--- src/rtl/norm_sched_if.sv ---
// Bundles the requester-side and engine-side signals of the normal-CDF scheduler.
// The slave modport is the scheduler's view of the bundle.
// The master modport is the view of whatever drives the requests and the engine.
`timescale 1ns/1ps
interface norm_sched_if #(
    parameter int WIDTH = 32,
    parameter int NREQ  = 4
);
    logic [NREQ-1:0]       req_valid;
    logic [NREQ*WIDTH-1:0] req_d;
    logic [NREQ-1:0]       req_ready;
    logic [NREQ-1:0]       resp_valid;
    logic [WIDTH-1:0]      resp_N;
    logic                  resp_err;
    logic                  err_sticky;
    logic                  eng_start;
    logic [WIDTH-1:0]      eng_d;
    logic [WIDTH-1:0]      eng_N;
    logic                  eng_done;

    modport slave (
        input  req_valid, req_d, eng_N, eng_done,
        output req_ready, resp_valid, resp_N, resp_err, err_sticky, eng_start, eng_d
    );

    modport master (
        output req_valid, req_d, eng_N, eng_done,
        input  req_ready, resp_valid, resp_N, resp_err, err_sticky, eng_start, eng_d
    );
endinterface

--- src/rtl/norm_sched.sv ---
// Round-robin scheduler sharing one normal-CDF engine between NREQ requesters.
// It grants one request at a time, pulses the engine's start signal and waits for done.
// A watchdog bounds the wait on done.
// The result, or a timeout error, is returned to the granted requester.
`timescale 1ns/1ps
module norm_sched #(
    parameter int WIDTH   = 32,
    parameter int NREQ    = 4,
    parameter int TIMEOUT = 1024
) (
    input  logic           clk,
    input  logic           reset,   // synchronous, active-low
    norm_sched_if.slave    bus
);
    localparam int PW = $clog2(NREQ);

    typedef enum logic [1:0] {IDLE, ISSUE, WAIT, RESP} state_t;

    state_t           state_reg, state_next;
    logic [PW-1:0]    rr_ptr_reg;
    logic [PW-1:0]    gnt_reg;
    logic [15:0]      cnt_reg;
    logic [WIDTH-1:0] eng_d_reg;
    logic [WIDTH-1:0] resp_n_reg;
    logic             resp_err_reg;
    logic             err_sticky_reg;

    logic [NREQ-1:0]  rot_req;      // requests rotated so index 0 is rr_ptr
    logic [NREQ-1:0]  win_onehot;
    logic [NREQ-1:0]  gnt_onehot;
    logic [WIDTH-1:0] req_op [NREQ];
    logic [PW-1:0]    win_idx;
    logic             win_found;
    logic             timeout_hit;

    // Per-requester operand slicing, rotation and one-hot decodes.
    generate
        for (genvar gi = 0; gi < NREQ; gi++) begin : g_lane
            logic [PW-1:0] src_idx;
            assign src_idx        = PW'((int'(rr_ptr_reg) + gi) % NREQ);
            assign req_op[gi]     = bus.req_d[gi*WIDTH +: WIDTH];
            assign rot_req[gi]    = bus.req_valid[src_idx];
            assign win_onehot[gi] = win_found && (win_idx == PW'(gi));
            assign gnt_onehot[gi] = (gnt_reg == PW'(gi));
        end
    endgenerate

    // Pick the first valid requester at or after rr_ptr, wrapping around.
    always_comb begin
        win_found = 1'b0;
        win_idx   = '0;
        for (int k = NREQ - 1; k >= 0; k--) begin
            if (rot_req[k]) begin
                win_found = 1'b1;
                win_idx   = PW'((int'(rr_ptr_reg) + k) % NREQ);
            end
        end
    end

    // The last WAIT cycle allowed is the TIMEOUT-th one.
    assign timeout_hit = (cnt_reg == 16'(TIMEOUT - 1));

    // State register.
    always_ff @(posedge clk) begin
        if (!reset) state_reg <= IDLE;
        else        state_reg <= state_next;
    end

    // Next-state logic; a done in the expiry cycle still counts as success.
    always_comb begin
        state_next = state_reg;
        case (state_reg)
            IDLE:    if (win_found) state_next = ISSUE;
            ISSUE:   state_next = WAIT;
            WAIT:    if (bus.eng_done || timeout_hit) state_next = RESP;
            RESP:    state_next = IDLE;
            default: state_next = IDLE;
        endcase
    end

    // Strobes and grants; all forced low while reset is asserted.
    always_comb begin
        bus.req_ready  = '0;
        bus.resp_valid = '0;
        bus.eng_start  = 1'b0;
        if (reset) begin
            case (state_reg)
                IDLE:    bus.req_ready  = win_onehot;
                ISSUE:   bus.eng_start  = 1'b1;
                RESP:    bus.resp_valid = gnt_onehot;
                default: ;
            endcase
        end
    end

    // Datapath: operand capture, watchdog, result capture and pointer advance.
    always_ff @(posedge clk) begin
        if (!reset) begin
            rr_ptr_reg     <= '0;
            gnt_reg        <= '0;
            cnt_reg        <= '0;
            eng_d_reg      <= '0;
            resp_n_reg     <= '0;
            resp_err_reg   <= 1'b0;
            err_sticky_reg <= 1'b0;
        end else begin
            case (state_reg)
                IDLE: begin
                    if (win_found) begin
                        eng_d_reg <= req_op[win_idx];
                        gnt_reg   <= win_idx;
                    end
                end
                ISSUE: cnt_reg <= '0;
                WAIT: begin
                    if (bus.eng_done) begin
                        resp_n_reg   <= bus.eng_N;
                        resp_err_reg <= 1'b0;
                    end else begin
                        cnt_reg <= cnt_reg + 16'd1;
                        if (timeout_hit) begin
                            resp_n_reg     <= '0;
                            resp_err_reg   <= 1'b1;
                            err_sticky_reg <= 1'b1;
                        end
                    end
                end
                RESP: rr_ptr_reg <= (gnt_reg == PW'(NREQ - 1)) ? '0 : gnt_reg + PW'(1);
                default: ;
            endcase
        end
    end

    assign bus.eng_d      = eng_d_reg;
    assign bus.resp_N     = resp_n_reg;
    assign bus.resp_err   = resp_err_reg;
    assign bus.err_sticky = err_sticky_reg;
endmodule

--- src/flat_wrapper.sv ---
// flat-port wrapper written by rule: the top's interface ports become plain ports
module norm_sched_flat 
#(
    parameter int WIDTH   = 32,
    parameter int NREQ    = 4,
    parameter int TIMEOUT = 1024
)
  (clk, reset, bus_req_valid, bus_req_d, bus_eng_N, bus_eng_done, bus_req_ready, bus_resp_valid, bus_resp_N, bus_resp_err, bus_err_sticky, bus_eng_start, bus_eng_d);
  norm_sched_if #(.WIDTH(WIDTH), .NREQ(NREQ)) bus_i ();
  input  logic clk;
  input  logic reset;
  input wire logic [$bits(bus_i.req_valid)-1:0] bus_req_valid;
  input wire logic [$bits(bus_i.req_d)-1:0] bus_req_d;
  input wire logic [$bits(bus_i.eng_N)-1:0] bus_eng_N;
  input wire logic [$bits(bus_i.eng_done)-1:0] bus_eng_done;
  output wire logic [$bits(bus_i.req_ready)-1:0] bus_req_ready;
  output wire logic [$bits(bus_i.resp_valid)-1:0] bus_resp_valid;
  output wire logic [$bits(bus_i.resp_N)-1:0] bus_resp_N;
  output wire logic [$bits(bus_i.resp_err)-1:0] bus_resp_err;
  output wire logic [$bits(bus_i.err_sticky)-1:0] bus_err_sticky;
  output wire logic [$bits(bus_i.eng_start)-1:0] bus_eng_start;
  output wire logic [$bits(bus_i.eng_d)-1:0] bus_eng_d;
  assign bus_i.req_valid = bus_req_valid;
  assign bus_i.req_d = bus_req_d;
  assign bus_i.eng_N = bus_eng_N;
  assign bus_i.eng_done = bus_eng_done;
  assign bus_req_ready = bus_i.req_ready;
  assign bus_resp_valid = bus_i.resp_valid;
  assign bus_resp_N = bus_i.resp_N;
  assign bus_resp_err = bus_i.resp_err;
  assign bus_err_sticky = bus_i.err_sticky;
  assign bus_eng_start = bus_i.eng_start;
  assign bus_eng_d = bus_i.eng_d;
  norm_sched #(.WIDTH(WIDTH), .NREQ(NREQ), .TIMEOUT(TIMEOUT)) u_core (.clk(clk), .reset(reset), .bus(bus_i));
endmodule
--- config.mk ---
export PLATFORM = sky130hd
export DESIGN_NAME = norm_sched_flat
export DESIGN_NICKNAME = d
export VERILOG_FILES = /design/src/rtl/norm_sched_if.sv /design/src/rtl/norm_sched.sv /design/src/flat_wrapper.sv
export SDC_FILE = /design/constraint.sdc
export NUM_CORES = 1
export LEC_CHECK = 0
export BUFFER_PORTS_ARGS = -buffer_cell sky130_fd_sc_hd__buf_2
export CORE_AREA = 2 2 125 127
export CTS_CLUSTER_SIZE = 28
export DETAILED_ROUTE_END_ITERATION = 8
export DIE_AREA = 0 0 127 129
export GPL_TIMING_DRIVEN = 1
export HOLD_SLACK_MARGIN = 0.02
export PLACE_DENSITY_LB_ADDON = 0.3
export SYNTH_ARGS = -nofsm -noshare
export SYNTH_HDL_FRONTEND = slang
export SYNTH_SLANG_ARGS = --single-unit
--- constraint.sdc ---
create_clock -name clk -period 1.8 [get_ports clk]
set_input_delay 0.18 -clock clk [delete_from_list [all_inputs] [get_ports clk]]
set_output_delay 0.18 -clock clk [all_outputs]
set_load 0.005 [all_outputs]
==> out/qor.yml <==
final_layout:
  final_cell_mix: "buf_2 (241), dfxtp_1 (87), nand2_1 (84)"
  num-fill-cells: 1421
  finalCoreUtilization_pct: 50.3
  nets: 981
  mostFrequentLayoutCell: "buf_2"
  post-route-cell-area_um2: 7540
  diodes: 0
  areaGrowthSynthToFinish_pct: 58.7
  layout-drive-gt1-share_pct: 51.3
floorplan:
  die_y_um: 129
  core_area_um2: 15000
  io_pins: 242
  row_count: 45
  dieWidth_um: 127
  die-area_um2: 16400
  start_util_pct: 31.7
cts:
  insertion_delay_ns: 0.34
  clkTransAtPathRegs_ns: 0.07
  cts_tree: "done"
  cts.sinks: 88
  clock_path_buffers: 2
  cts-root-buf: "clkbuf_16"
  cts.htree.levels: 3
  cts-buffers-inserted: 9
place:
  place_hpwl_um: 11800
  dp_slack_ns: -0.254
  port_buffers: 241
  place_area_um2: 6350
  gp_congestion: 0.821
critical_path:
  slowest_delay_ns: 0.41
  critPathLaunchType: "register"
  crit_start: "u_core.rr_ptr_reg[1]$_SDFFE_PN0N_"
  r2r_start: "u_core.rr_ptr_reg[1]$_SDFFE_PN0N_"
  cpLargestDelayFamily: "simple AND/OR/NAND/NOR gates"
  crit_chain: "mux2i_2 -> nor2_4 -> or3_4 -> buf_12 -> nor3_4 -> buf_2"
  required_ns: 1.62
  cp_slowest_cell: "or3_4"
  crit_arrival_ns: 1.86
  crit_buf_inv: 2
  cp-end-kind: "output pin"
  worstPathMaxFanout: 5
  crit_type: "register to output pin"
power_and_ir_drop:
  p_comb_share_pct: 39.3
  p_total_w: 0.00759
  p_int_w: 0.00500
  ir_worst_vdd_v: 0.000460
  clkPwrFrac_pct: 27.5
  switching_share_pct: 34.1
  share_seq_of_total_power_pct: 33.3
  p_per_area_nw_per_um2: 1010
  switchingPower_w: 0.00259
  p_leak_nw: 3.37
yosys:
  postSynthAreaPerCell_um2: 8.70
  synth_flop_cell: "dfxtp_1"
  ys_seq_area_share_pct: 37.1
  syn_area_um2: 4750
  synth-edff-count: 0
  synth_cell_types: 41
  netlist_instances: 546
  syn_nets: 723
  yosys_warnings: 0
  ys_ff_latch: 88
  synthArstFlopShare_pct: 0
sta:
  fin_setup_tns_ns: -6.28
  finClkSkew_ns: 0.00917
  hold_viol_final: 0
  clock.fmax_ghz: 0.491
  final.period_utilization_pct: 113
  slew_viol_final: 0
  setup_ws_ns: -0.237
  relSlewSlack_pct: 54.5
  tightest_slew_ns: 0.673
  fin_crit_ns: 2.04
  finalSetupViolCount: 36
  rsz0062_at_grt: "true"
routing:
  routed_wl_um: 18100
  detail_route.vias_per_cell: 5.40
  drc: 0
  dr.first_iter.drc_count: 292
  postRouteAntennaNets: 0
  first_pass_iters: 5
  num_vias: 5386
  routedWlPerCell_um: 18.2
global_routing:
  gr-usage-all-layers_pct: 20.1
  grt-ovfl-total: 0
  antenna_found_initial: 0
  grt_pass1_wl_um: 25700
  grt_pass1_vias: 4932
  grt_max_degree: 66
hold_path:
  hp-start: "bus_eng_N[1]"
  hold_class: "input port to register"
flow_run:
  cap_violations: 0
outcome:
  violations: "setup timing"
  status: "finished, violations left"
routing by layer:
layer / part of all wire, % / GRT usage [%] / up-vias
li1: - / - / 2577
met1: 41 / 25.4 / 2483
met2: 47 / 32.4 / 290
met4: 2.4 / 8.60 / 0
met3: 9.0 / 5.65 / 36
met5: 0 / 0 / -
path summary, 6_finish.rpt:
check | endpoint | slack (ns) | depth (start not counted)
max reg2reg | u_core.bus.eng_d[23]$_SDFFE_PN0P_ | -0.22 | 6
min | u_core.bus.resp_N[1]$_SDFFE_PN0P_ | 0.05 | 2
min reg2reg | u_core.bus.eng_d[4]$_SDFFE_PN0P_ | 0.45 | 2
max | bus_req_ready[1] | -0.24 | 6
repair_timing:
action,CTS,global route
hold endpoints to repair,0,0
pin swaps,16,44
gates resized for setup,72,26
hold buffers,0,0
gates cloned,3,10
setup buffers,11,3
endpoints found under the setup margin,36,60
final cells by class:
type / instances / area [um2] / share of cell area, %
multi-input combinational: 397 / 3140 / 41.7
timing repair buffer: 303 / 2050 / 27.2
sequential: 88 / 1760 / 23.4
clock buffer: 10 / 239 / 3.17
tap: 188 / 235 / 3.12
clock inverter: 6 / 90.1 / 1.19
inverter: 5 / 18.8 / 0.249
cells in the mapped netlist (all sizes together), types with 8 or more instances:
library cell / number / area [um2]
dfxtp: 88 / 1760
buf: 20 / 126
clkbuf: 36 / 135
mux2i: 8 / 80.1
ha: 10 / 125
a22o: 32 / 280
and3: 9 / 56.3
nand3: 12 / 60.1
nor2: 13 / 48.8
o31ai: 32 / 240
nand2: 84 / 315
and2: 8 / 50.1
nor3: 40 / 200
nor4b: 32 / 280
a211oi: 64 / 616
o21ai: 8 / 40.0
per-stage QoR:
stage               hold slack [ns]  cells
finish                       0.0526    997
CTS                          0.0346    986
global placement              0.396    956
floorplan                     0.313    546
detailed placement            0.402    956
global route                 0.0351    997
cell families after synthesis:
group | synth area share [%]
AND/OR/NAND/NOR | 24.4
adder cells (fa/ha/maj) | 2.63
multiplexers | 1.69
buffers and inverters | 5.90
flip-flops | 37.1
AO/OA/AOI/OAI | 28.3
power groups by stage:
| stage | clock network (W) | logic, W | registers (W) |
|---|---|---|---|
| finish | 0.00208 | 0.00298 | 0.00253 |
| global route | 0.00223 | 0.00320 | 0.00256 |
| CTS | 0.00214 | 0.00274 | 0.00252 |
| detailed placement | 0 | 0.00242 | 0.00256 |
| global placement | 0 | 0.00242 | 0.00256 |
| floorplan | 0 | 0.00124 | 0.00257 |
Note: power is estimated with default switching activity, not from simulation.
